## src/rtl/wavelet_mac_sequencer.sv

```systemverilog
// wavelet_mac_sequencer
// Shares one signed 8x8 multiply-accumulate unit across all Ricker FIR
// filters. A synchronised sample strobe triggers a tap shift, then every
// filter's taps are read one per cycle through an external tap/coef port.
// Each filter's truncated sum is latched into its slot of the packed
// o_wavelet bus.
//
// state  | meaning
// -------+---------------------------------------------------------------
// IDLE   | waiting for a sample strobe or a pending strobe
// SHIFT  | one-cycle o_shift pulse, filter index reset to 0
// RUN    | one tap/coef read per cycle for the current filter
// DRAIN  | no read; the data of the last read is accumulated
// STORE  | truncated sum written to the filter's slot, acc cleared
// DONE   | one-cycle o_done pulse; restart if a strobe is pending
module wavelet_mac_sequencer #(
   parameter int BITS_PER_ELEM  = 8,
   parameter int NUM_FILTERS    = 8,
   parameter int SUM_TRUNCATION = 8,
   parameter int ACC_BITS       = 24,
   parameter int TAP_IDX_BITS   = 8,
   // taps per filter, 8 bits each, filter0 in LSB: 3,5,9,15,27,47,81,141
   parameter logic [NUM_FILTERS*8-1:0] FILTER_LENS = 64'h8D512F1B0F090503,
   // sum MSB+1 per filter, 5 bits each, filter0 in LSB: 16,16,17,18,18,19,20,21
   parameter logic [NUM_FILTERS*5-1:0] FILTER_MSB  = 40'hAD27294610
) (
   input  logic                                  clk,
   input  logic                                  rst,
   input  logic                                  i_data_clk,
   output logic                                  o_shift,
   output logic                                  o_rd_en,
   output logic [$clog2(NUM_FILTERS)-1:0]        o_filter_idx,
   output logic [TAP_IDX_BITS-1:0]               o_tap_idx,
   input  logic [BITS_PER_ELEM-1:0]              i_tap,
   input  logic [BITS_PER_ELEM-1:0]              i_coef,
   output logic [NUM_FILTERS*SUM_TRUNCATION-1:0] o_wavelet,
   output logic                                  o_busy,
   output logic                                  o_done,
   output logic                                  o_overrun
);

   localparam int FIDX_BITS = $clog2(NUM_FILTERS);
   localparam int PROD_BITS = 2 * BITS_PER_ELEM;

   typedef enum logic [2:0] {
      S_IDLE,
      S_SHIFT,
      S_RUN,
      S_DRAIN,
      S_STORE,
      S_DONE
   } state_t;

   state_t                               state_q, state_d;
   logic [2:0]                           sync_q, sync_d;
   logic                                 pending_q, pending_d;
   logic                                 overrun_q, overrun_d;
   logic [FIDX_BITS-1:0]                 f_q, f_d;
   logic [TAP_IDX_BITS-1:0]              idx_q, idx_d;
   logic                                 shift_q, shift_d;
   logic                                 rd_en_q, rd_en_d;
   logic                                 rd_dly_q, rd_dly_d;
   logic                                 busy_q, busy_d;
   logic                                 done_q, done_d;
   logic [ACC_BITS-1:0]                  acc_q, acc_d;
   logic [NUM_FILTERS*SUM_TRUNCATION-1:0] wavelet_q, wavelet_d;

   logic                                 strobe_edge;
   logic [TAP_IDX_BITS-1:0]              len_f;
   logic [4:0]                           msb_f;
   logic [4:0]                           shamt;
   logic                                 last_tap;
   logic [PROD_BITS-1:0]                 tap_x, coef_x, prod;
   logic [ACC_BITS-1:0]                  prod_x;
   logic [SUM_TRUNCATION-1:0]            slot_val;

   // Rising edge of the synchronised strobe (third flop holds the previous level).
   assign strobe_edge = sync_q[1] & ~sync_q[2];

   // Per-filter length and sum-MSB lookup for the filter currently addressed.
   always_comb begin
      len_f = '0;
      msb_f = '0;
      for (int i = 0; i < NUM_FILTERS; i++) begin
         if (f_q == FIDX_BITS'(i)) begin
            len_f = TAP_IDX_BITS'(FILTER_LENS[i*8 +: 8]);
            msb_f = FILTER_MSB[i*5 +: 5];
         end
      end
   end

   assign last_tap = (idx_q == len_f - 1'b1);

   // Sequencer next state, strobe bookkeeping and tap/filter counters.
   always_comb begin
      state_d   = state_q;
      pending_d = pending_q;
      overrun_d = overrun_q;
      f_d       = f_q;
      idx_d     = idx_q;
      sync_d    = {sync_q[1:0], i_data_clk};
      case (state_q)
         S_IDLE: begin
            if (strobe_edge || pending_q) begin
               state_d   = S_SHIFT;
               // both present: one starts this pass, the other stays queued
               pending_d = strobe_edge & pending_q;
            end
         end
         S_SHIFT: begin
            state_d = S_RUN;
            f_d     = '0;
            idx_d   = '0;
         end
         S_RUN: begin
            if (last_tap) begin
               state_d = S_DRAIN;
            end else begin
               idx_d = idx_q + 1'b1;
            end
         end
         S_DRAIN: begin
            state_d = S_STORE;
         end
         S_STORE: begin
            if (f_q == FIDX_BITS'(NUM_FILTERS - 1)) begin
               state_d = S_DONE;
            end else begin
               state_d = S_RUN;
               f_d     = f_q + 1'b1;
               idx_d   = '0;
            end
         end
         S_DONE: begin
            state_d   = pending_q ? S_SHIFT : S_IDLE;
            // a pending strobe is consumed here, so a new edge only queues
            pending_d = strobe_edge;
         end
         default: begin
            state_d = S_IDLE;
         end
      endcase
      if (strobe_edge && (state_q != S_IDLE) && (state_q != S_DONE)) begin
         if (pending_q) begin
            overrun_d = 1'b1;
         end else begin
            pending_d = 1'b1;
         end
      end
   end

   // Output strobes are registered from the next state so they align with it.
   always_comb begin
      shift_d  = (state_d == S_SHIFT);
      rd_en_d  = (state_d == S_RUN);
      busy_d   = (state_d != S_IDLE);
      done_d   = (state_d == S_DONE);
      rd_dly_d = rd_en_q;
   end

   // Sign-extended product; the low 16 bits of the widened unsigned
   // multiply equal the signed 8x8 product.
   always_comb begin
      tap_x  = {{BITS_PER_ELEM{i_tap[BITS_PER_ELEM-1]}}, i_tap};
      coef_x = {{BITS_PER_ELEM{i_coef[BITS_PER_ELEM-1]}}, i_coef};
      prod   = tap_x * coef_x;
      prod_x = {{(ACC_BITS-PROD_BITS){prod[PROD_BITS-1]}}, prod};
   end

   // Accumulate the data returned one cycle after each read; clear on store.
   always_comb begin
      acc_d = acc_q;
      if (rd_dly_q) begin
         acc_d = acc_q + prod_x;
      end
      if (state_q == S_STORE) begin
         acc_d = '0;
      end
   end

   // Truncated slice acc[MSB-1 -: SUM_TRUNCATION]; wraps, no saturation.
   always_comb begin
      shamt    = msb_f - 5'(SUM_TRUNCATION);
      slot_val = SUM_TRUNCATION'(acc_q >> shamt);
   end

   // Only the current filter's slot changes on STORE; the others hold.
   always_comb begin
      wavelet_d = wavelet_q;
      if (state_q == S_STORE) begin
         for (int i = 0; i < NUM_FILTERS; i++) begin
            if (f_q == FIDX_BITS'(i)) begin
               wavelet_d[i*SUM_TRUNCATION +: SUM_TRUNCATION] = slot_val;
            end
         end
      end
   end

   // All state flops; synchronous reset abandons any pass in progress.
   always_ff @(posedge clk) begin
      if (rst) begin
         state_q   <= S_IDLE;
         sync_q    <= '0;
         pending_q <= 1'b0;
         overrun_q <= 1'b0;
         f_q       <= '0;
         idx_q     <= '0;
         shift_q   <= 1'b0;
         rd_en_q   <= 1'b0;
         rd_dly_q  <= 1'b0;
         busy_q    <= 1'b0;
         done_q    <= 1'b0;
         acc_q     <= '0;
         wavelet_q <= '0;
      end else begin
         state_q   <= state_d;
         sync_q    <= sync_d;
         pending_q <= pending_d;
         overrun_q <= overrun_d;
         f_q       <= f_d;
         idx_q     <= idx_d;
         shift_q   <= shift_d;
         rd_en_q   <= rd_en_d;
         rd_dly_q  <= rd_dly_d;
         busy_q    <= busy_d;
         done_q    <= done_d;
         acc_q     <= acc_d;
         wavelet_q <= wavelet_d;
      end
   end

   assign o_shift      = shift_q;
   assign o_rd_en      = rd_en_q;
   assign o_filter_idx = f_q;
   assign o_tap_idx    = idx_q;
   assign o_wavelet    = wavelet_q;
   assign o_busy       = busy_q;
   assign o_done       = done_q;
   assign o_overrun    = overrun_q;

endmodule

```

## config.mk

```make
export PLATFORM = sky130hd
export DESIGN_NAME = wavelet_mac_sequencer
export DESIGN_NICKNAME = d
export VERILOG_FILES = /design/src/rtl/wavelet_mac_sequencer.sv
export SDC_FILE = /design/constraint.sdc
export NUM_CORES = 1
export LEC_CHECK = 0
export ABC_AREA = 1
export CORE_MARGIN = 4
export CORE_UTILIZATION = 65
export CTS_CLUSTER_SIZE = 28
export DETAILED_ROUTE_END_ITERATION = 8
export DONT_BUFFER_PORTS = 1
export GPL_ROUTABILITY_DRIVEN = 0
export PLACE_DENSITY = 0.83
export SLEW_MARGIN = 20
export SYNTH_ARGS = -nofsm -noshare
export SYNTH_HDL_FRONTEND = slang
export SYNTH_SLANG_ARGS = --single-unit
export TNS_END_PERCENT = 5
```

## constraint.sdc

```tcl
create_clock -name clk -period 8 [get_ports clk]
set_input_delay 0.8 -clock clk [delete_from_list [all_inputs] [get_ports clk]]
set_output_delay 0.8 -clock clk [all_outputs]
set_load 0.005 [all_outputs]
```

After elaboration in Yosys (flattened, before gate mapping)
Cells that the tools add are included.
{"block": "word_totals", "input_bits": 19, "out_inout_bits": 80, "ram_bits": 0, "ff_bits": 112, "latchBits": 0, "memories": 0, "elab_cells": 100, "romBits": 0}
{"block": "op_classes", "n_lt_le_gt_ge": 0, "div": 0, "shift": 1, "bitwise": 3, "addsub": 5, "eq_ne": 19, "n_reduce_logical": 21, "mux": 30, "n_mul": 1}
{"op": "two-way mux 8 bit", "count": 9}
{"op": "two-way mux 5 bit", "count": 8}
{"op": "adder 24 bit", "count": 1}
{"op": "one-hot mux 8 bit (3 select lines)", "count": 1}
{"op": "right shift 24 x 5 -> 8 bit", "count": 1}
{"op": "== test 3 bit, second input constant", "count": 7}
{"op": "AND reduction 2 bit", "count": 10}
{"op": "one-hot mux 3 bit (6 select lines)", "count": 1}
{"op": "multiplier 8 x 8 -> 16 bit", "count": 1}
{"op": "== test 3 x 2 -> 1 bit, second input constant", "count": 5}
{"op": "two-way mux 3 bit", "count": 4}
{"op": "== test 3 x 1 -> 1 bit, second input constant", "count": 3}
{"op": "nonzero test 3 bit", "count": 3}
{"op": "adder 8 x 1 -> 8 bit, second input constant", "count": 1}
{"op": "== test 8 bit", "count": 1}
{"op": "subtractor 8 x 1 -> 8 bit, second input constant", "count": 1}
{"op": "logical NOT 3 bit", "count": 2}
{"op": "one-hot mux 3 bit (2 select lines)", "count": 1}
{"op": "subtractor 5 x 4 -> 5 bit, second input constant", "count": 1}
{"op": "two-way mux 1 bit", "count": 4}
{"op": "inequality test 2 bit, second input constant", "count": 2}
{"op": "adder 3 x 1 -> 3 bit, second input constant", "count": 1}
{"op": "inequality test 3 bit, second input constant", "count": 1}
{"op": "AND reduction 3 bit", "count": 1}
{"op": "8 further kinds", "count": 10}

Logic depth before layout (Yosys ltp)
{"block": "logic_depth", "ltp_word": 14, "ltp_mapped": 33, "depth_no_buf": 32}

Worst setup path before layout
No wires, ideal clock.
{"block": "synth_timing", "path_kind": "input port to flip-flop", "startpoint": "in i_coef[2]", "endpoint": "reg acc_q[19]", "path_slack_ns": 1.968, "stages": 30, "t_required_ns": 7.944, "arrival_ns": 5.976, "path_cell_list": "clkbuf_1 > nand2_1 > inv_1 > fa_1 > inv_1 > fa_1 > inv_1 > fa_1 > inv_1 > fa_1 > inv_1 > ha_1 > nand2_1 > nor3_1 > nand2_1 > o211ai_1 > nand2_1 > nand2_1 > a21oi_1 > xnor2_1 > ha_1 > a21oi_1 > o21ai_0 > nor2_1 > nand3_1 > a21o_1 > or2_2 > nand3_1 > nand2_1 > inv_1"}
{"block": "synth_via", "elab_chain_len": 2}
{"item": "start, declared", "line": "35", "text": "input logic [BITS_PER_ELEM-1:0] i_coef,"}
{"item": "multiplier 8 x 8 -> 16 bit", "line": "166", "text": "prod = tap_x * coef_x;"}
{"item": "adder 24 bit", "line": "174", "text": "acc_d = acc_q + prod_x;"}
{"item": "end signal, assigned", "line": "213", "text": "acc_q <= '0;"}
{"item": "end signal, assigned", "line": "227", "text": "acc_q <= acc_d;"}
{"item": "end, declared", "line": "65", "text": "logic [ACC_BITS-1:0] acc_q, acc_d;"}
Every way passes these cells.
A chain may end at the register's enable or synchronous reset.

Worst setup path after layout
Same ends and word-level chain as after synthesis.

==> results.sh <==
export IMPL_status="complete, no violations"
export IMPL_fp_dieW_um=122.7
export IMPL_fmax_mhz=168.0
export IMPL_wl_per_cell_um=14.98
export IMPL_cts_max_path_buffers=2
export IMPL_fin_ws_ps=2048
export IMPL_ios=99
export IMPL_hpwl_mm=15.22
export IMPL_seq_area_frac_synth_pct=25.96
export IMPL_start_util_pct=67.00
export IMPL_worst_endpoint_arrival_ps=6260
export IMPL_powerDensity_nw_per_um2=290.7
export IMPL_drv_slew=0
export IMPL_area_delta_synth_final_pct=4.284
export IMPL_cp_slowest_stage_delay_ps=590
export IMPL_cts_sink_count=111
export IMPL_drv_cap=0
export IMPL_fin_crit_ps=5952
export IMPL_tightest_slew_ps=959.0
export IMPL_cts_tree="done"
export IMPL_num_antenna_cells=0
export IMPL_rsz0062_at_grt="no"
export IMPL_crit_type="input port to flip-flop"
export IMPL_viasPerCell=5.595
export IMPL_yosys_warnings=0
export IMPL_slowest_stage="fa_1"
export IMPL_skew_ps=11.05
export IMPL_synth_top_cell_by_area="dfxtp_1"
export IMPL_fillers=1063
export IMPL_hold_class="flip-flop to flip-flop"
export IMPL_post_cts_buffers=0
export IMPL_yosysUniqueCellTypes=41
export IMPL_h_tree_depth=3
export IMPL_clockRootBuffer="clkbuf_16"
export IMPL_routed_wl_mm=20.06
export IMPL_synthArstFlopShare_pct=0
export IMPL_yosysMostFrequentCell="inv_1"
export IMPL_synth_ff_type="dfxtp_1"
export IMPL_cts_resized=0
export IMPL_netlist_instances=1193
export IMPL_cts_clk_slew_worst_paths_ps=80
export IMPL_post_cts_hold_buffer_count=0
export IMPL_grt_use_total_pct=27.28
export IMPL_grt_pass1_wl_mm=33.43
export IMPL_post_route_period_util_pct=74.40
export IMPL_grt_remaining_overflow=0
export IMPL_cts_made_buffers=9
export IMPL_core_region_area_um2=12770
export IMPL_synth_seq_cells=111
export IMPL_synth_top_area_share_pct=25.96
export IMPL_synth_cell_area_um2=8558
export IMPL_die_y_um=122.7
export IMPL_drcViolationCount=0
export IMPL_final_core_util_pct=69.87
export IMPL_yosys_top_cells_area="dfxtp_1, fa_1, inv_1"
export IMPL_slew_headroom_pct=35.83
export IMPL_synth_edff_count=0
export IMPL_vdd_drop_max_mv=0.2886
export IMPL_port_buffers=0
export IMPL_hold_viol=0
export IMPL_clk_latency_ps=360
export IMPL_cp_max_fo=8
export IMPL_p_leak_nw=4.590
export IMPL_die_area_um2=15070
export IMPL_required_ps=8310
export IMPL_syn_nets=1329
export IMPL_synth_commonest_cells="inv_1, nand2_1, a21oi_1"
export IMPL_drive_gt1_share_pct=3.513
export IMPL_dpl_worst_slack_ps=1700
export IMPL_dr_total_vias=7492
export IMPL_grt_pass1_vias=7142
export IMPL_fin_nets=1298
export IMPL_firstDrtPassIters=5
export IMPL_antenna_found_initial=0
export IMPL_num_rows=41
export IMPL_critPathLaunchType="input port"
export IMPL_final_antenna_net_count=0
export IMPL_fin_setup_tns_ps=0
export IMPL_end_kind="flip-flop"
export IMPL_grt_max_degree=68
export IMPL_syn_area_per_cell_um2=7.174
export IMPL_drtIter0Drc=644
export IMPL_setup_violations_final=0
==> power breakdown <==
group | internal (mW) | switching [mW]
Clock | 0.228 | 0.246
Sequential | 0.559 | 0.00712
Combinational | 0.576 | 0.978
==> final cells by class <==
class                           instances  area (um^2)  area share, %
Multi-Input combinational cell        795         5250          58.83
Timing Repair Buffer                    1        7.507        0.08412
Tap cell                              172        215.2          2.411
Clock buffer                            9        225.2          2.523
Sequential cell                       111         2222          24.90
Clock inverter                          7        88.84         0.9954
Inverter                              244        915.9          10.26
==> layout by cell type (no fill, tap or decap), types with 2 or more instances in the layout <==
cell type and instances:
a21o_1 6, a21oi_1 122, a31oi_1 2, clkbuf_16 9, clkinv_1 3, clkinv_8 2
dfxtp_1 111, fa_1 56, ha_1 61, inv_1 235, inv_2 6, inv_6 2
inv_8 2, nand2_1 198, nand2_2 2, nand3_1 35, nand3_2 4, nand3_4 2
nand4_1 19, nor2_1 100, nor3_1 7, o211ai_1 4, o21ai_0 109, o21ai_1 7
o21bai_1 4, o221ai_1 3, or2_2 4, xnor2_1 15, xor2_1 23
==> stage by stage <==
step	instances	hold WS, ps	instance area [um^2]	total power, mW
2_1_floorplan	1193	388.3	8558	1.832
3_3_place_gp	1323	389.3	8611	2.073
3_5_place_dp	1323	400.1	8611	2.111
4_1_cts	1339	411.4	8925	2.587
5_1_grt	1339	433.2	8925	2.862
6_report	1339	407.7	8925	2.595
==> routing by layer <==
| metal | track usage (%) | vias up | share of wire, % |
|---|---|---|---|
| li1 | - | 3709 | - |
| met1 | 35.92 | 3466 | 42 |
| met2 | 44.89 | 279 | 48 |
| met3 | 4.700 | 38 | 7.8 |
| met4 | 10.36 | 0 | 2.3 |
| met5 | 0 | - | 0 |
==> worst paths after layout <==
check / start / end / slack [ps] / depth (start not counted)
setup reg to reg: o_filter_idx[0] / o_wavelet[32] / 4400 / 13
hold reg to reg: sync_q[0] / sync_q[1] / 410 / 2
hold / removal: sync_q[0] / sync_q[1] / 410 / 2
setup / recovery: i_coef[2] / acc_q[19] / 2050 / 29
==> flip-flops by register name, indices dropped and copies added (netlist names) <==
| register | cells |
|---|---|
| o_overrun | 1 |
| acc_q | 23 |
| o_filter_idx | 3 |
| rd_dly_q | 1 |
| o_tap_idx | 8 |
| pending_q | 1 |
| o_rd_en | 1 |
| o_busy | 1 |
| o_done | 1 |
| sync_q | 3 |
| o_shift | 1 |
| o_wavelet | 64 |
| state_q | 3 |
==> critical path, delay by kind of cell <==
family,cells,cell delay [ps]
adders and majority gates,6,2920
and+or+nand+nor,11,1220
AOI/OAI and AO/OA,5,720
buffers and inverters,6,440
xor gates and xnor gates,1,140
==> kinds of logic (layout without fill, tap and decap cells) <==
group / Yosys count / after routing / share of synthesized area, %
adder cells (fa/ha/maj): 117 / 117 / 22.02
AO/OA/AOI/OAI: 265 / 265 / 16.67
flip-flops: 111 / 111 / 25.96
buffers and inverters: 287 / 261 / 12.69
AND/OR/NAND/NOR: 375 / 375 / 18.77
XOR/XNOR: 38 / 38 / 3.889
(Power assumes the default switching activity.)
